===== src/rtl/fork_join_ctrl.sv =====
// fork_join_ctrl
//   Fork/join scheduler between the sequencing master and the worker bank.
//   One start launches up to NUM_JOBS workers in parallel. Join completion is
//   then reported under an ALL, ANY or NONE policy. The block tracks the
//   remaining jobs to a drain and can abort everything still outstanding.
//
//   Optional feature: define FJ_TIMEOUT_EN to build a watchdog. The watchdog
//   kills the outstanding jobs after TIMEOUT_CYC cycles in JOIN_WAIT/DRAIN.
//
// Parameters
//   NUM_JOBS     number of worker slots (1..16)
//   TIMEOUT_CYC  watchdog limit in cycles (FJ_TIMEOUT_EN only)
//
// Ports
//   clk        clock, rising edge
//   rst_n      asynchronous active-low reset
//   start      launch request, sampled in IDLE only
//   job_mask   jobs to launch, sampled with start
//   mode       join policy: 0 ALL, 1 ANY, 2 NONE, 3 treated as ALL
//   kill       abort all pending jobs (JOIN_WAIT / DRAIN only)
//   job_done   per-job completion pulses from the workers
//   job_go     per-job launch pulses
//   job_kill   per-job abort pulses
//   pending    jobs launched and not yet finished or killed
//   busy       state is not IDLE
//   join_done  pulse when the join policy is satisfied
//   all_done   pulse when every launched job has finished
//   first_id   lowest index among the first finishers (ANY policy)
//   killed     pulse when an abort completes
//   timeout    pulse on watchdog expiry (0 unless FJ_TIMEOUT_EN)
module fork_join_ctrl #(
    parameter int  NUM_JOBS    = 4,
    parameter int  TIMEOUT_CYC = 1000,
    localparam int ID_W        = (NUM_JOBS > 1) ? $clog2(NUM_JOBS) : 1
) (
    input  logic                clk,
    input  logic                rst_n,
    input  logic                start,
    input  logic [NUM_JOBS-1:0] job_mask,
    input  logic [1:0]          mode,
    input  logic                kill,
    input  logic [NUM_JOBS-1:0] job_done,
    output logic [NUM_JOBS-1:0] job_go,
    output logic [NUM_JOBS-1:0] job_kill,
    output logic [NUM_JOBS-1:0] pending,
    output logic                busy,
    output logic                join_done,
    output logic                all_done,
    output logic [ID_W-1:0]     first_id,
    output logic                killed,
    output logic                timeout
);

    typedef enum logic [1:0] {
        S_IDLE      = 2'd0,
        S_LAUNCH    = 2'd1,
        S_JOIN_WAIT = 2'd2,
        S_DRAIN     = 2'd3
    } state_t;

    localparam logic [1:0] MODE_ANY  = 2'd1;
    localparam logic [1:0] MODE_NONE = 2'd2;

    state_t              state_q, state_d;
    logic [1:0]          mode_q, mode_d;
    logic [NUM_JOBS-1:0] pending_d, go_d, kill_d;
    logic [NUM_JOBS-1:0] valid_done, remain;
    logic                join_d, all_d, killed_d, to_d, busy_d;
    logic [ID_W-1:0]     first_d, lowest_id;
    logic                to_hit;
    logic                active;

    assign active     = (state_q == S_JOIN_WAIT) || (state_q == S_DRAIN);
    assign valid_done = pending & job_done;
    assign remain     = pending & ~job_done;

    // Lowest set index among this cycle's valid done bits.
    always_comb begin
        lowest_id = '0;
        for (int i = NUM_JOBS - 1; i >= 0; i--) begin
            if (valid_done[i]) lowest_id = ID_W'(i);
        end
    end

`ifdef FJ_TIMEOUT_EN
    localparam int                CNT_W     = $clog2(TIMEOUT_CYC + 1);
    localparam logic [CNT_W-1:0]  CNT_LIMIT = CNT_W'(TIMEOUT_CYC);
    logic [CNT_W-1:0] cnt_q;

    // The count cannot run past CNT_LIMIT: reaching it forces the return to IDLE.
    always_ff @(posedge clk or negedge rst_n) begin
        if (!rst_n)                 cnt_q <= '0;
        else if (state_q == S_LAUNCH) cnt_q <= '0;
        else if (active)            cnt_q <= cnt_q + 1'b1;
    end

    assign to_hit = active && (cnt_q == CNT_LIMIT) && (|pending);
`else
    // Watchdog not built; this is constant 0 for any legal TIMEOUT_CYC.
    assign to_hit = (TIMEOUT_CYC < 0);
`endif

    always_comb begin
        state_d   = state_q;
        mode_d    = mode_q;
        pending_d = pending;
        go_d      = '0;
        kill_d    = '0;
        join_d    = 1'b0;
        all_d     = 1'b0;
        killed_d  = 1'b0;
        to_d      = 1'b0;
        first_d   = first_id;

        case (state_q)
            S_IDLE: begin
                if (start) begin
                    if (|job_mask) begin
                        state_d   = S_LAUNCH;
                        mode_d    = mode;
                        go_d      = job_mask;
                        pending_d = job_mask;
                        // NONE joins in the job_go cycle itself.
                        join_d    = (mode == MODE_NONE);
                    end else begin
                        join_d = 1'b1;
                        all_d  = 1'b1;
                    end
                end
            end
            S_LAUNCH: begin
                state_d = (mode_q == MODE_NONE) ? S_DRAIN : S_JOIN_WAIT;
            end
            default: begin
                if (kill || to_hit) begin
                    // Abort wins over done bits arriving in the same cycle.
                    kill_d    = remain;
                    pending_d = '0;
                    killed_d  = 1'b1;
                    to_d      = to_hit;
                    state_d   = S_IDLE;
                end else begin
                    pending_d = remain;
                    if (state_q == S_JOIN_WAIT && mode_q == MODE_ANY) begin
                        if (|valid_done) begin
                            join_d  = 1'b1;
                            first_d = lowest_id;
                            if (remain == '0) begin
                                all_d   = 1'b1;
                                state_d = S_IDLE;
                            end else begin
                                state_d = S_DRAIN;
                            end
                        end
                    end else if (remain == '0) begin
                        join_d  = (state_q == S_JOIN_WAIT);
                        all_d   = 1'b1;
                        state_d = S_IDLE;
                    end
                end
            end
        endcase

        busy_d = (state_d != S_IDLE);
    end

    always_ff @(posedge clk or negedge rst_n) begin
        if (!rst_n) begin
            state_q   <= S_IDLE;
            mode_q    <= '0;
            pending   <= '0;
            job_go    <= '0;
            job_kill  <= '0;
            busy      <= 1'b0;
            join_done <= 1'b0;
            all_done  <= 1'b0;
            first_id  <= '0;
            killed    <= 1'b0;
            timeout   <= 1'b0;
        end else begin
            state_q   <= state_d;
            mode_q    <= mode_d;
            pending   <= pending_d;
            job_go    <= go_d;
            job_kill  <= kill_d;
            busy      <= busy_d;
            join_done <= join_d;
            all_done  <= all_d;
            first_id  <= first_d;
            killed    <= killed_d;
            timeout   <= to_d;
        end
    end

endmodule


===== config.mk =====
export PLATFORM = sky130hd
export DESIGN_NAME = fork_join_ctrl
export DESIGN_NICKNAME = d
export VERILOG_FILES = /design/src/rtl/fork_join_ctrl.sv
export SDC_FILE = /design/constraint.sdc
export NUM_CORES = 1
export LEC_CHECK = 0
export BUFFER_PORTS_ARGS = -buffer_cell sky130_fd_sc_hd__buf_2
export CAP_MARGIN = 20
export CORE_MARGIN = 5
export CORE_UTILIZATION = 30
export CTS_BUF_LIST = sky130_fd_sc_hd__clkbuf_16
export DETAILED_ROUTE_END_ITERATION = 10
export PLACE_DENSITY = 0.48
export SYNTH_ARGS = -nofsm -noshare
export SYNTH_HDL_FRONTEND = slang
export SYNTH_SLANG_ARGS = --single-unit

===== constraint.sdc =====
create_clock -name clk -period 1.6 [get_ports clk]
set_input_delay 0 -clock clk [delete_from_list [all_inputs] [get_ports clk]]
set_output_delay 0 -clock clk [all_outputs]
set_load 0.05 [all_outputs]

==> run_results.csv <==
group,metric,value,unit
outcome,status,"finished clean",
logic_synthesis,synth_xor_area_frac,0,
logic_synthesis,synth_seq_cells,22,
cells_and_area,stdcell_count,172,
detailed_routing,vias_per_cell,4.60,
detailed_routing,drtAntennaViolNets,0,
sta,setup_viol,0,
worst_hold_path,hold_class,"input port to flop",
run,cap_violations,0,
detailed_routing,wirelength,2280,um
placement,gp_congestion,0.887,
critical_path,end_kind,"flop",
cells_and_area,layout.nets,143,
power,clock_power_share,0.267,
global_routing,grt.total_usage,0.116,
sta,fmax,0.653,GHz
global_routing,grt_pass1_vias,808,
cells_and_area,drive_gt1_frac,0.352,
logic_synthesis,synth_fa_ha_area_frac,0,
detailed_routing,drc_errors,0,
power,p_leak,0.704,nW
logic_synthesis,syn_inst,89,
power,comb_power_share,0.407,
cts,post_cts_buffers,0,
sta,rsz0062_at_grt,"false",
cts,clk_latency,260,ps
placement,hpwl,1750,um
logic_synthesis,synth_area_leaders,"dfrtp_1, nand2_1, a211o_1",
cts,cts_htree_levels,1,
logic_synthesis,synth_cell_types,29,
critical_path,setup.worst_path.class,"input port to flop",
die,start_util,0.313,
detailed_routing,drtIter0Drc,12,
sta,fin_crit_sh,0.958,
critical_path,path_cells,"dlygate4sd3_1 -> buf_2 -> or4_4 -> nand2_1 -> mux2_2",
cts,path_clk_slew,60,ps
global_routing,grt_overflow,0,
global_routing,grt_pass1_wl,3820,um
sta,final_hold_viol_count,0,
critical_path,critPathMaxFanout,5,
sta,tns,0,ps
critical_path,arrival,1680,ps
logic_synthesis,syn_nets,103,
logic_synthesis,yosys.area.top_type_share,0.571,
critical_path,critPathMaxStageDelay,520,ps
cts,tritoncts,"yes",
die,placementRows,20,
logic_synthesis,synth_top_family_by_area,"simple AND/OR/NAND/NOR gates",
die,num_io_pins,33,
die,core,3080,um2
logic_synthesis,syn_area_per_cell,10.8,um2
detailed_routing,via_count,791,
sta,min_period,1530,ps
power,p_seq_frac,0.326,
global_routing,antenna_found_initial,0,
cells_and_area,layout_commonest_cell,"buf_2",
logic_synthesis,ys_warn_count,0,
die,dieArea,4450,um2
die,die_x,66.7,um
sta,drv_slew,0,
logic_synthesis,synth_top_cell_by_area,"dfrtp_1",
power,total_power,2.66,mW
cts,clock-sinks,22,
power,switching_share,0.421,
placement,dp_cells,165,
power,ir_drop,0.856,mV
logic_synthesis,syn_area,965,um2
critical_path,crit_required,1740,ps
power,p_int,1.54,mW
sta,fin_skew,1.96,ps
cts,cts_made_buffers,3,
detailed_routing,dr.pass1.iters,4,
die,die_h,66.7,um
cells_and_area,mostFrequentLayoutCells,"buf_2, dfrtp_1, nand2_1, nor2_1, inv_1",
cells_and_area,areaGrowthSynthToFinish,37.7,%
placement,port_buffers,31,
cts,clockBufferDepth,2,
logic_synthesis,synth_mux_area_frac,0.0233,
cells_and_area,antennaDiodeCount,0,
power,p_per_area,2000,nW/um2
logic_synthesis,seq_area_frac_synth,0.571,
global_routing,grt_start_max_net_pins,23,
detailed_routing,wl_per_cell,13.3,um
critical_path,slowest_stage,"dlygate4sd3_1",
cts,cts_root_buffer,"clkbuf_16",
critical_path,start_kind,"input port",
logic_synthesis,synth-simple-area-share,0.228,
power,p_switching,1.12,mW
logic_synthesis,synth_compound_area_frac,0.143,
## worst max-delay path, delay by kind of cell
| kind | cells | cell delay [ps] |
|---|---|---|
| buffers and inverters | 2 | 640 |
| multiplexers | 1 | 350 |
| AND/OR/NAND/NOR | 2 | 680 |
## power groups by stage
stage          clock network (mW)  logic, mW  registers, mW
2_1_floorplan                   0      0.353           1.29
3_3_place_gp                    0       1.08          0.863
3_5_place_dp                    0       1.07          0.872
4_1_cts                     0.711       1.08          0.863
5_1_grt                     0.731       1.16          0.898
6_report                    0.708       1.08          0.866
## timing repair
item                                    CTS  global route
endpoints found under the setup margin    0             5
gates resized for setup                   0             2
endpoints found under the hold margin    24             0
hold buffers                              3             0
## state kept, by name, summed over array words and instances (netlist names)
register,flops
job_go,4
job_kill,4
pending,4
first_id,2
mode_q,2
state_q,2
all_done,1
busy,1
join_done,1
killed,1
## kinds of logic after synthesis
logic type	count (synthesis)
AND/OR/NAND/NOR	37
flip-flops	22
AO/OA/AOI/OAI	20
buffers and inverters	7
multiplexers	2
other	1
## synth_stat cells, drive strengths merged
cell / count
dfrtp: 22
a41oi: 1
nand3: 1
a211o: 4
o21bai: 1
nand2b: 6
o22ai: 2
a31oi: 2
or4: 1
mux2: 2
a22oi: 2
nand2: 10
conb: 1
or2: 1
nand4: 1
o21ai: 2
nand4bb: 1
nor4b: 1
o211ai: 1
nor2: 9
nor3b: 2
and2: 4
inv: 6
a21oi: 4
a32oi: 1
buf: 1
## routing by layer
layer	global-route usage	routed length, um
met5	0	0
met4	0.0736	51
met3	0.0287	95
met2	0.179	1090
met1	0.143	1050
## final timing paths
path | startpoint | to | slack [ps] | depth (start not counted)
min in group asynchronous | rst_n | job_go[1]$_DFF_PN0_ | 240 | 2
worst min-delay path | job_mask[1] | job_go[1]$_DFF_PN0_ | 9 | 2
worst max register to register | state_q[0]$_DFF_PN0_ | first_id[0]$_DFFE_PN0P_ | 180 | 3
worst min register to register | first_id[0]$_DFFE_PN0P_ | first_id[0]$_DFFE_PN0P_ | 490 | 1
max in group asynchronous | rst_n | state_q[1]$_DFF_PN0_ | 1030 | 2
worst max-delay path | job_mask[3] | mode_q[0]$_DFFE_PN0P_ | 70 | 5
## layout make-up
cell class | instances | area [um2]
repair buffers | 36 | 200
inverters | 6 | 22.5
multi-input cells | 60 | 395
clock inverters | 1 | 30.0
fillers | 309 | 1750
clock buffers | 3 | 75.1
flip-flops and latches | 22 | 551
well taps | 44 | 55.1
## through the flow
stage	cell area (um2)	util	worst slack (ps)	hold WS (ps)
floorplan	965	-	51.4	-296
finish	1330	0.432	67.5	9.31
detailed placement	1180	0.384	172	-1.86
CTS	1320	0.428	13.5	12.3
global placement	1180	0.384	220	-10.1
global route	1330	0.432	5.59	26.5
(Power assumes the default switching activity.)
